File: src/rtl/sensor_conditioner_pkg.sv
// Shared defaults, channel indices and sizing helper for the sensor conditioner.
package sensor_conditioner_pkg;

  localparam int unsigned CLK_DIV_DEF    = 50000;
  localparam int unsigned DEB_COUNT_DEF  = 20;
  localparam int unsigned AUTO_TICKS_DEF = 3000;

  // Channel indices into the filtered-input vector.
  localparam int unsigned IdxH   = 0;
  localparam int unsigned IdxM   = 1;
  localparam int unsigned IdxL   = 2;
  localparam int unsigned IdxUa  = 3;
  localparam int unsigned IdxUs  = 4;
  localparam int unsigned IdxT   = 5;
  localparam int unsigned IdxBtn = 6;

  // Level channels feed chg; the button channel only drives the view toggle.
  localparam int unsigned NumLvl = 6;
  localparam int unsigned NumCh  = 7;

  // Width of a counter holding 0..n-1, never narrower than one bit.
  function automatic int unsigned cnt_width(int unsigned n);
    return (n > 1) ? $clog2(n) : 1;
  endfunction

endpackage

File: src/rtl/sensor_conditioner_if.sv
// Raw probe/switch inputs and conditioned outputs of the sensor conditioner.
interface sensor_conditioner_if;

  logic h_raw, m_raw, l_raw;
  logic ua_raw, us_raw, t_raw;
  logic view_btn_raw;
  logic auto_en;

  logic H, M, L, Ua, Us, T;
  logic S;
  logic valid;
  logic chg;

  // Environment side: drives raw inputs, consumes conditioned outputs.
  modport master (
    output h_raw, m_raw, l_raw, ua_raw, us_raw, t_raw, view_btn_raw, auto_en,
    input  H, M, L, Ua, Us, T, S, valid, chg
  );

  // Conditioner side.
  modport slave (
    input  h_raw, m_raw, l_raw, ua_raw, us_raw, t_raw, view_btn_raw, auto_en,
    output H, M, L, Ua, Us, T, S, valid, chg
  );

endinterface

File: src/rtl/sensor_conditioner_deb_channel.sv
// One debounced input: 2-flop synchronizer, tick-driven run counter, output flop.
module deb_channel
  import sensor_conditioner_pkg::*;
#(
  parameter int unsigned DEB_COUNT = DEB_COUNT_DEF
) (
  input  logic clk,
  input  logic reset,
  input  logic tick,
  input  logic raw,
  output logic level,
  // High in the cycle before level takes a new value.
  output logic flip
);

  localparam int unsigned CntW = cnt_width(DEB_COUNT);

  logic            sync1_q, sync2_q;
  logic [CntW-1:0] cnt_q, cnt_d;
  logic            level_q, level_d;

  // Two-flop synchronizer ahead of all filtering.
  always_ff @(posedge clk) begin
    if (reset) begin
      sync1_q <= 1'b0;
      sync2_q <= 1'b0;
    end else begin
      sync1_q <= raw;
      sync2_q <= sync1_q;
    end
  end

  // Count consecutive differing ticks; accept the new level on the last one.
  always_comb begin
    cnt_d   = cnt_q;
    level_d = level_q;
    flip    = 1'b0;
    if (tick) begin
      if (sync2_q == level_q) begin
        cnt_d = '0;
      end else if (cnt_q == CntW'(DEB_COUNT - 1)) begin
        level_d = sync2_q;
        cnt_d   = '0;
        flip    = 1'b1;
      end else begin
        cnt_d = cnt_q + CntW'(1);
      end
    end
  end

  // Counter and output state.
  always_ff @(posedge clk) begin
    if (reset) begin
      cnt_q   <= '0;
      level_q <= 1'b0;
    end else begin
      cnt_q   <= cnt_d;
      level_q <= level_d;
    end
  end

  assign level = level_q;

endmodule

File: src/rtl/sensor_conditioner.sv
// Sensor conditioner: shared prescaler, seven debounced channels, valid/chg flags
// and the tank/irrigation display view selector.
module sensor_conditioner
  import sensor_conditioner_pkg::*;
#(
  parameter int unsigned CLK_DIV    = CLK_DIV_DEF,
  parameter int unsigned DEB_COUNT  = DEB_COUNT_DEF,
  parameter int unsigned AUTO_TICKS = AUTO_TICKS_DEF
) (
  input logic                 clk,
  input logic                 reset,
  sensor_conditioner_if.slave bus
);

  localparam int unsigned PresW = cnt_width(CLK_DIV);
  localparam int unsigned ValW  = cnt_width(DEB_COUNT);
  localparam int unsigned AutoW = cnt_width(AUTO_TICKS);

  logic [NumCh-1:0] raw, level, flip;
  logic             tick;

  logic [PresW-1:0] presc_q, presc_d;
  logic [ValW-1:0]  val_cnt_q, val_cnt_d;
  logic             valid_q, valid_d;
  logic             chg_q, chg_d;
  logic [AutoW-1:0] auto_q, auto_d;
  logic             s_q, s_d;
  logic             btn_rise, auto_exp;

  assign raw[IdxH]   = bus.h_raw;
  assign raw[IdxM]   = bus.m_raw;
  assign raw[IdxL]   = bus.l_raw;
  assign raw[IdxUa]  = bus.ua_raw;
  assign raw[IdxUs]  = bus.us_raw;
  assign raw[IdxT]   = bus.t_raw;
  assign raw[IdxBtn] = bus.view_btn_raw;

  for (genvar ch = 0; ch < NumCh; ch++) begin : g_ch
    deb_channel #(
      .DEB_COUNT(DEB_COUNT)
    ) u_deb (
      .clk  (clk),
      .reset(reset),
      .tick (tick),
      .raw  (raw[ch]),
      .level(level[ch]),
      .flip (flip[ch])
    );
  end

  // Prescaler wraps after CLK_DIV cycles, ticking on its last count.
  always_comb begin
    tick    = (presc_q == PresW'(CLK_DIV - 1));
    presc_d = tick ? '0 : presc_q + PresW'(1);
  end

  // valid rises on the DEB_COUNT-th tick after reset and then sticks.
  always_comb begin
    val_cnt_d = val_cnt_q;
    valid_d   = valid_q;
    if (tick && !valid_q) begin
      if (val_cnt_q == ValW'(DEB_COUNT - 1)) begin
        valid_d = 1'b1;
      end else begin
        val_cnt_d = val_cnt_q + ValW'(1);
      end
    end
  end

  // chg is registered alongside the levels so it lines up with the new value.
  always_comb begin
    chg_d = |flip[NumLvl-1:0];
  end

  // View select: button rising edge or auto expiry toggles once; either clears the counter.
  always_comb begin
    btn_rise = flip[IdxBtn] & ~level[IdxBtn];
    auto_exp = bus.auto_en & tick & (auto_q == AutoW'(AUTO_TICKS - 1));
    s_d      = s_q ^ (btn_rise | auto_exp);
    auto_d   = auto_q;
    if (!bus.auto_en || btn_rise) begin
      auto_d = '0;
    end else if (tick) begin
      auto_d = auto_exp ? '0 : auto_q + AutoW'(1);
    end
  end

  // Top-level state.
  always_ff @(posedge clk) begin
    if (reset) begin
      presc_q   <= '0;
      val_cnt_q <= '0;
      valid_q   <= 1'b0;
      chg_q     <= 1'b0;
      auto_q    <= '0;
      s_q       <= 1'b0;
    end else begin
      presc_q   <= presc_d;
      val_cnt_q <= val_cnt_d;
      valid_q   <= valid_d;
      chg_q     <= chg_d;
      auto_q    <= auto_d;
      s_q       <= s_d;
    end
  end

  assign bus.H     = level[IdxH];
  assign bus.M     = level[IdxM];
  assign bus.L     = level[IdxL];
  assign bus.Ua    = level[IdxUa];
  assign bus.Us    = level[IdxUs];
  assign bus.T     = level[IdxT];
  assign bus.S     = s_q;
  assign bus.valid = valid_q;
  assign bus.chg   = chg_q;

endmodule

File: src/flat_wrapper.sv
// flat-port wrapper written by rule: the top's interface ports become plain ports
module sensor_conditioner_flat import sensor_conditioner_pkg::*;
#(
  parameter int unsigned CLK_DIV    = CLK_DIV_DEF,
  parameter int unsigned DEB_COUNT  = DEB_COUNT_DEF,
  parameter int unsigned AUTO_TICKS = AUTO_TICKS_DEF
)
  (clk, reset, bus_h_raw, bus_m_raw, bus_l_raw, bus_ua_raw, bus_us_raw, bus_t_raw, bus_view_btn_raw, bus_auto_en, bus_H, bus_M, bus_L, bus_Ua, bus_Us, bus_T, bus_S, bus_valid, bus_chg);
  sensor_conditioner_if bus_i ();
  input logic clk;
  input logic reset;
  input wire logic [$bits(bus_i.h_raw)-1:0] bus_h_raw;
  input wire logic [$bits(bus_i.m_raw)-1:0] bus_m_raw;
  input wire logic [$bits(bus_i.l_raw)-1:0] bus_l_raw;
  input wire logic [$bits(bus_i.ua_raw)-1:0] bus_ua_raw;
  input wire logic [$bits(bus_i.us_raw)-1:0] bus_us_raw;
  input wire logic [$bits(bus_i.t_raw)-1:0] bus_t_raw;
  input wire logic [$bits(bus_i.view_btn_raw)-1:0] bus_view_btn_raw;
  input wire logic [$bits(bus_i.auto_en)-1:0] bus_auto_en;
  output wire logic [$bits(bus_i.H)-1:0] bus_H;
  output wire logic [$bits(bus_i.M)-1:0] bus_M;
  output wire logic [$bits(bus_i.L)-1:0] bus_L;
  output wire logic [$bits(bus_i.Ua)-1:0] bus_Ua;
  output wire logic [$bits(bus_i.Us)-1:0] bus_Us;
  output wire logic [$bits(bus_i.T)-1:0] bus_T;
  output wire logic [$bits(bus_i.S)-1:0] bus_S;
  output wire logic [$bits(bus_i.valid)-1:0] bus_valid;
  output wire logic [$bits(bus_i.chg)-1:0] bus_chg;
  assign bus_i.h_raw = bus_h_raw;
  assign bus_i.m_raw = bus_m_raw;
  assign bus_i.l_raw = bus_l_raw;
  assign bus_i.ua_raw = bus_ua_raw;
  assign bus_i.us_raw = bus_us_raw;
  assign bus_i.t_raw = bus_t_raw;
  assign bus_i.view_btn_raw = bus_view_btn_raw;
  assign bus_i.auto_en = bus_auto_en;
  assign bus_H = bus_i.H;
  assign bus_M = bus_i.M;
  assign bus_L = bus_i.L;
  assign bus_Ua = bus_i.Ua;
  assign bus_Us = bus_i.Us;
  assign bus_T = bus_i.T;
  assign bus_S = bus_i.S;
  assign bus_valid = bus_i.valid;
  assign bus_chg = bus_i.chg;
  sensor_conditioner #(.CLK_DIV(CLK_DIV), .DEB_COUNT(DEB_COUNT), .AUTO_TICKS(AUTO_TICKS)) u_core (.clk(clk), .reset(reset), .bus(bus_i));
endmodule
File: config.mk
export PLATFORM = sky130hd
export DESIGN_NAME = sensor_conditioner_flat
export DESIGN_NICKNAME = d
export VERILOG_FILES = /design/src/rtl/sensor_conditioner_pkg.sv /design/src/rtl/sensor_conditioner_if.sv /design/src/rtl/sensor_conditioner_deb_channel.sv /design/src/rtl/sensor_conditioner.sv /design/src/flat_wrapper.sv
export SDC_FILE = /design/constraint.sdc
export NUM_CORES = 1
export LEC_CHECK = 0
export ABC_AREA = 1
export CAP_MARGIN = 20
export CORE_AREA = 2 2 108 110
export CTS_CLUSTER_DIAMETER = 30
export DETAILED_ROUTE_END_ITERATION = 16
export DIE_AREA = 0 0 110 112
export MAX_ROUTING_LAYER = met4
export PLACE_DENSITY_LB_ADDON = 0.1
export SLEW_MARGIN = 20
export SYNTH_ARGS = -nofsm -noshare
export SYNTH_HDL_FRONTEND = slang
export SYNTH_SLANG_ARGS = --single-unit
File: constraint.sdc
create_clock -name clk -period 1.4 [get_ports clk]
set_input_delay 0.35 -clock clk [delete_from_list [all_inputs] [get_ports clk]]
set_output_delay 0.35 -clock clk [all_outputs]
set_load 0.02 [all_outputs]
==> results.yml, run 1 <==
floorplan:
  die_h_um: 112
  floorplan.initialDensity: 0.390
  die_width_um: 110
  io-pin-count: 19
  core_region_area_um2: 11200
  rows: 39
  fp.dieArea_um2: 12300
power:
  total_leakage_power_uw: 0.00267
  p_int_uw: 4150
  netSwitchingPower_uw: 1170
  vdd_ir_drop_max_mv: 0.649
  p_clk_frac: 0.454
  p_total_uw: 5320
  comb_power_share: 0.046
  powerDensity_nw_per_um2: 817
  power_frac_seq: 0.500
  netSwitchingFraction: 0.220
run:
  max_cap_viol_count: 0
clocking:
  cts_tree: "built"
  cts-root-buf: "sky130_fd_sc_hd__clkbuf_16"
  cts-htree-levels: 3
  clk_latency_ns: 0.35
  clockBufferDepth: 2
  clkSlewWorstSetupHoldPaths_ns: 0.07
  post_cts_hold_buffer_count: 0
  numCtsBuffers: 9
  numClockSinks: 92
timing:
  max_slew.worst_pin.slew_ns: 0.429
  final.setup_skew_ns: 0.00987
  max-slew-margin-rel: 0.712
  final_critical_path_setup_slack_ns: -0.169
  finalHoldViolCount: 0
  setup_total_negative_slack_ns: -7.20
  setup_violations: 76
  maxSlewViolCount: 0
  final.period_utilization: 1.12
  fin_crit_ns: 1.57
  fmaxAchievable_ghz: 0.637
  grt_setup_unrepaired: "yes"
route:
  drt-pass1-iter-count: 4
  ant_nets: 0
  detail_route.wirelength_um: 11400
  initialDrtViolationCount: 162
  avgRoutedWirePerCell_um: 13.1
  via_count: 4241
  drc_errors: 0
  vias_per_cell: 4.88
logic_synthesis:
  synthFlopType: "sky130_fd_sc_hd__dfxtp_1"
  cells_taking_the_most_area_after_synthesis: "sky130_fd_sc_hd__dfxtp_1, sky130_fd_sc_hd__nand2_1, sky130_fd_sc_hd__nor2_1, sky130_fd_sc_hd__inv_1, sky130_fd_sc_hd__nand3_1"
  netlist_top_cells_count: "sky130_fd_sc_hd__nand2_1, sky130_fd_sc_hd__nor2_1, sky130_fd_sc_hd__dfxtp_1"
  ys_seq_area_frac: 0.423
  synth.lib_cells_used.distinct: 41
  synth_compound_gate_area_share: 0.0842
  yosys-mux-area-fraction: 0
  synth_warnings: 0
  simple_gate_fraction_of_synth_area: 0.326
  synth_top_family_by_area: "simple AND/OR/NAND/NOR gates"
  synth_top_cell_by_area: "sky130_fd_sc_hd__dfxtp_1"
  synthAdderAreaFrac: 0.0287
  xor_xnor_share_of_the_synthesized_area: 0.0563
  mapped_nets: 613
  syn_inst: 593
  number_of_synthesized_register_bits: 92
  synth.cell_area_um2: 4360
  synth_enable_flop_cells: 0
  synthArstFlopShare: 0
  synth_top_area_frac: 0.423
  synth_area_per_cell_um2: 7.34
  most_used_standard_cell_by_instance_count_after_synthesis: "sky130_fd_sc_hd__nand2_1"
worst_hold_path:
  min_path_type: "reg -> reg"
global_routing:
  globalRouteMet3Util: 0.0386
  groute.layer.met1.usage: 0.236
  grt_use_met2: 0.304
  grt_busiest_layer: "met2"
  grt_start_max_net_pins: 25
  gr-total-overflow: 0
  global_route.usage.total: 0.191
  grt_first_pass_wirelength_um: 18100
  first_global_vias: 3984
  initial_antenna_violation_count: 0
placement:
  post-dp-hpwl_um: 7430
  place_worst_setup_slack_ns: -0.304
  place_congestion: 0.866
  portBuffers: 18
  placed_cells_incl_taps: 833
critical_path:
  cp_slowest_cell: "sky130_fd_sc_hd__dfxtp_2"
  critical_path_arrival_ns: 1.81
  critical-path-max-stage-delay_ns: 0.35
  cell_by_cell_listing_of_the_critical_path: "ha_4, nand2_4, nor2_4, nand3_2, nor2_4, buf_12, buf_4, nand3_2, xor2_1, nor2_1"
  worstSetupEndpointType: "flop"
  worstSetupPathType: "reg -> reg"
  startpoint_type: "flop"
  critical_path_required_time_ns: 1.64
  path_max_fanout: 7
  crit_buf_inv: 2
  cp_top_family: "simple AND/OR/NAND/NOR gates"
status:
  status: "finished, violations left"
  violations: "setup timing"
layout:
  antenna_diode_count: 0
  drive_above_1_share: 0.346
  nNetsFinal: 741
  multiInputGateArea_um2: 2690
  n_fill_cell: 986
  area_grow_syn2layout_pct: 49.5
  sequential_cell_area_um2: 1850
  layout.cells.non_filler: 869
[final cells by class]
class	instances	area share
inverters	70	0.0448
clock buffers	13	0.0431
repair buffers	131	0.185
flip-flops and latches	92	0.284
clock inverters	3	0.00288
multi-input cells	417	0.413
well taps	143	0.0275
[sequential cells by signal, indices dropped and copies added, names as in the netlist]
| signal | cells |
|---|---|
| u_core.g_ch.u_deb.sync1_q | 7 |
| u_core.g_ch.u_deb.level | 7 |
| u_core.g_ch.u_deb.cnt_q | 35 |
| u_core.auto_q | 12 |
| u_core.bus.chg | 1 |
| u_core.val_cnt_q | 5 |
| u_core.g_ch.u_deb.sync2_q | 7 |
| u_core.bus.valid | 1 |
| u_core.bus.S | 1 |
| u_core.presc_q | 16 |
[logic make-up (layout without fill, tap and decap cells)]
| kind of cell | after synthesis | count (layout) |
|---|---|---|
| AND/OR/NAND/NOR | 310 | 310 |
| flip-flops | 92 | 92 |
| buffers and inverters | 84 | 217 |
| AO/OA/AOI/OAI | 69 | 69 |
| XOR/XNOR | 28 | 28 |
| adder cells (fa/ha/maj) | 10 | 10 |
[per-layer routing]
layer | share of wire | up-vias
li1 | - | 2193
met1 | 0.45 | 1977
met2 | 0.50 | 51
met3 | 0.022 | 20
met4 | 0.023 | 0
met5 | 0 | -
[stage by stage]
stage | cell area (um^2) | hold slack, ns | util
global route | 6510 | 0.426 | 0.583
detailed placement | 5380 | 0.399 | 0.481
CTS | 5990 | 0.408 | 0.536
floorplan | 4420 | 0.388 | -
global placement | 5380 | 0.392 | 0.481
finish | 6510 | 0.404 | 0.583
[worst reg2reg max path: stages, from the launching register on]
cell                      delay, ns
sky130_fd_sc_hd__dfxtp_2       0.35
sky130_fd_sc_hd__ha_4          0.17
sky130_fd_sc_hd__nand2_4       0.06
sky130_fd_sc_hd__nor2_4        0.11
sky130_fd_sc_hd__nand3_2       0.09
sky130_fd_sc_hd__nor2_4        0.12
sky130_fd_sc_hd__buf_12        0.16
sky130_fd_sc_hd__buf_4         0.12
sky130_fd_sc_hd__nand3_2       0.06
sky130_fd_sc_hd__xor2_1        0.16
sky130_fd_sc_hd__nor2_1        0.07
[power by group through the flow]
stage          sequential, uW  combinational, uW  clock (uW)
6_report                 2660                245        2410
5_1_grt                  2660                267        2600
4_1_cts                  2660                200        2470
3_5_place_dp             2720                188           0
3_3_place_gp             2720                184           0
2_1_floorplan            2720                102           0
[path summary, 6_finish.rpt]
path / startpoint / end / slack [ns] / cells after the start
worst min-delay path: u_core.g_ch[1].u_deb.sync1_q / u_core.g_ch[1].u_deb.sync2_q / 0.40 / 2
worst min register to register: u_core.g_ch[1].u_deb.sync1_q / u_core.g_ch[1].u_deb.sync2_q / 0.40 / 2
worst max-delay path: u_core.presc_q[1] / u_core.g_ch[4].u_deb.cnt_q[4] / -0.17 / 10
worst max register to register: u_core.presc_q[1] / u_core.g_ch[4].u_deb.cnt_q[4] / -0.17 / 10
[layout by cell type, fill, tap and decap left out, drive strengths merged, types with 4 or more instances in the layout]
cell type / synthesis / final
nand2: 110 / 110
buf: 10 / 110
nor2: 103 / 103
dfxtp: 92 / 92
inv: 69 / 69
nand3: 47 / 47
a21oi: 33 / 33
o21ai: 23 / 23
xor2: 21 / 21
nand4: 21 / 21
clkbuf: 4 / 18
nor3: 17 / 17
ha: 10 / 10
clkdlybuf4s50: 0 / 9
xnor2: 7 / 7
a31oi: 6 / 6
clkdlybuf4s15: 0 / 4
clkinv: 1 / 4
[what timing repair did]
action / CTS / global route
setup endpoints to repair: 83 / 81
pin swaps: 20 / 36
gates cloned: 1 / 3
resized for setup: 73 / 105
buffers inserted: 8 / 13
Power figures use the tool's default switching activity.
==> run 2: changes to the inputs <==
SKIP_CTS_REPAIR_TIMING = 1   (was default)
clock period = 1.9 ns   (was 1.4 ns; I/O delays follow)
==> run 2 against run 1 <==
  * The run now ends clean
  * Sequential power shrank 26%
  * Via count decreased by 11%
  * Design area decreased by 22%
  * Die area is the same
  * Critical endpoint is now bus_L
  * Clock-buffer cell count unchanged
  * Non-clock buffer count shrank 94
  * Register-to-register slack improved by 0.33 ns
==> results.yml, run 2 (synthesis gave the netlist of run 1 again) <==
status:
  status: "finished clean"
floorplan:
  core_region_area_um2: 11200
  io-pin-count: 19
  fp.dieArea_um2: 12300
  die_width_um: 110
  floorplan.initialDensity: 0.390
  rows: 39
  die_h_um: 112
power:
  powerDensity_nw_per_um2: 742
  netSwitchingPower_uw: 813
  p_int_uw: 2950
  power_frac_seq: 0.521
  netSwitchingFraction: 0.216
  vdd_ir_drop_max_mv: 0.446
  total_leakage_power_uw: 0.00198
  p_total_uw: 3760
  p_clk_frac: 0.446
  comb_power_share: 0.032
layout:
  final_common_cell: "sky130_fd_sc_hd__nand2_1"
  largest_reg_flops: 35
  area_grow_syn2layout_pct: 16.3
  antenna_diode_count: 0
  drive_above_1_share: 0.0935
  n_fill_cell: 1136
  mostFrequentLayoutCells: "sky130_fd_sc_hd__nand2_1, sky130_fd_sc_hd__nor2_1, sky130_fd_sc_hd__dfxtp_1"
  postLayoutCellArea_um2: 5060
  nNetsFinal: 647
  layout.cells.non_filler: 774
  largest_register: "u_core.g_ch.u_deb.cnt_q"
  largestRegisters: "u_core.g_ch.u_deb.cnt_q (35), u_core.presc_q (16), u_core.auto_q (12)"
clocking:
  numClockSinks: 92
  cts-root-buf: "sky130_fd_sc_hd__clkbuf_16"
  clk_latency_ns: 0.35
  numCtsBuffers: 9
  cts_tree: "built"
  clkSlewWorstSetupHoldPaths_ns: 0.06
  cts-htree-levels: 3
  clockBufferDepth: 2
timing:
  worst_hold_slack_ns: 0.400
  finalHoldViolCount: 0
  max_slew.worst_pin.slew_ns: 0.434
  final.setup_skew_ns: 0.00727
  fmaxAchievable_ghz: 0.547
  max-slew-margin-rel: 0.708
  final.period_utilization: 0.961
  fin_crit_ns: 1.83
  maxSlewViolCount: 0
  setup_violations: 0
  setup_total_negative_slack_ns: 0
  grt_setup_unrepaired: "yes"
critical_path:
  path_max_fanout: 3
  worstSetupPathType: "reg -> out"
  critical_path_arrival_ns: 1.35
  worst_r2r_startpoint: "u_core.presc_q[0]"
  cp_top_family: "buffers and inverters"
  startpoint_type: "flop"
  critical-path-max-stage-delay_ns: 0.62
  crit_buf_inv: 1
  worst_r2r_endpoint: "u_core.g_ch[4].u_deb.cnt_q[4]"
  critical_path_required_time_ns: 1.42
  worst-r2r-cell-count: 9
  worstSetupEndpointType: "output pin"
  cell_by_cell_listing_of_the_critical_path: "clkdlybuf4s50_1"
  cp_slowest_cell: "sky130_fd_sc_hd__clkdlybuf4s50_1"
  reg2reg_setup_slack_ns: 0.16
worst_hold_path:
  hold_ep: "u_core.g_ch[1].u_deb.sync2_q"
  holdPathStages: 2
  min_path_type: "reg -> reg"
  min-delay-start: "u_core.g_ch[1].u_deb.sync1_q"
placement:
  portBuffers: 18
  placed_cells_incl_taps: 759
  post-dp-hpwl_um: 6930
  dpl-instance-area_um2: 4780
  place_congestion: 0.809
route:
  detail_route.wirelength_um: 9670
  avgRoutedWirePerCell_um: 12.5
  drt-pass1-iter-count: 4
  vias_per_cell: 4.86
  ant_nets: 0
  via_count: 3758
  drc_errors: 0
  initialDrtViolationCount: 165
global_routing:
  gr-total-overflow: 0
  first_global_vias: 3587
  grt_first_pass_wirelength_um: 16800
  global_route.usage.total: 0.180
  grt_start_max_net_pins: 22
  initial_antenna_violation_count: 0
run:
  max_cap_viol_count: 0
## run 2: changes by cell type in the layout (fill, tap and decap cells not counted), moves of 14 or more
cell                      change
sky130_fd_sc_hd__nand3_1     +16
sky130_fd_sc_hd__buf_6       -15
sky130_fd_sc_hd__nand2_1     +15
sky130_fd_sc_hd__buf_4       -69
sky130_fd_sc_hd__nor2_1      +14
## run 2: how the worst max path moves through the flow
stage | startpoint | end | cells after the start
floorplan | u_core.presc_q[0] | u_core.g_ch[3].u_deb.cnt_q[1] | 9
global placement | reset | u_core.g_ch[3].u_deb.cnt_q[4] | 5
detailed placement | reset | u_core.g_ch[3].u_deb.cnt_q[4] | 5
CTS | u_core.g_ch[1].u_deb.level | bus_M | 1
global route | u_core.presc_q[0] | u_core.g_ch[6].u_deb.level | 9
finish | u_core.g_ch[2].u_deb.level | bus_L | 1
## run 2: worst min-delay path, stage by stage (launching register included)
cell	delay (ns)
sky130_fd_sc_hd__dfxtp_1	0.29
sky130_fd_sc_hd__inv_1	0.04
sky130_fd_sc_hd__nor2_1	0.03
## run 2: area by class of cell
class | count | area (um^2) | area share
Inverter | 70 | 265 | 0.0524
Tap cell | 143 | 179 | 0.0353
Clock inverter | 2 | 10.0 | 0.00198
Clock buffer | 13 | 260 | 0.0514
Timing Repair Buffer | 37 | 335 | 0.0662
Multi-Input combinational cell | 417 | 2170 | 0.429
Sequential cell | 92 | 1840 | 0.364
## run 2: per-stage QoR
step | setup slack, ns | util
CTS | 0.0500 | 0.452
floorplan | 0.369 | -
finish | 0.0735 | 0.453
global placement | -0.0165 | 0.428
detailed placement | -0.0418 | 0.428
global route | -0.00360 | 0.453
## run 2: metal layers
| metal | vias up | wire, um | GRT usage |
|---|---|---|---|
| met1 | 1699 | 4790 | 0.229 |
| met5 | - | 0 | - |
| met2 | 52 | 4390 | 0.274 |
| li1 | 1991 | - | - |
| met3 | 16 | 319 | 0.0381 |
| met4 | 0 | 180 | 0.0776 |
## run 2: power groups by stage
| stage | clock network, uW | registers (uW) | logic [uW] |
|---|---|---|---|
| final | 1680 | 1960 | 122 |
| after global routing | 1800 | 1960 | 140 |
| after CTS | 1720 | 1960 | 124 |
| after detailed placement | 0 | 2000 | 123 |
| after global placement | 0 | 2000 | 122 |
| after floorplan | 0 | 2000 | 70.6 |
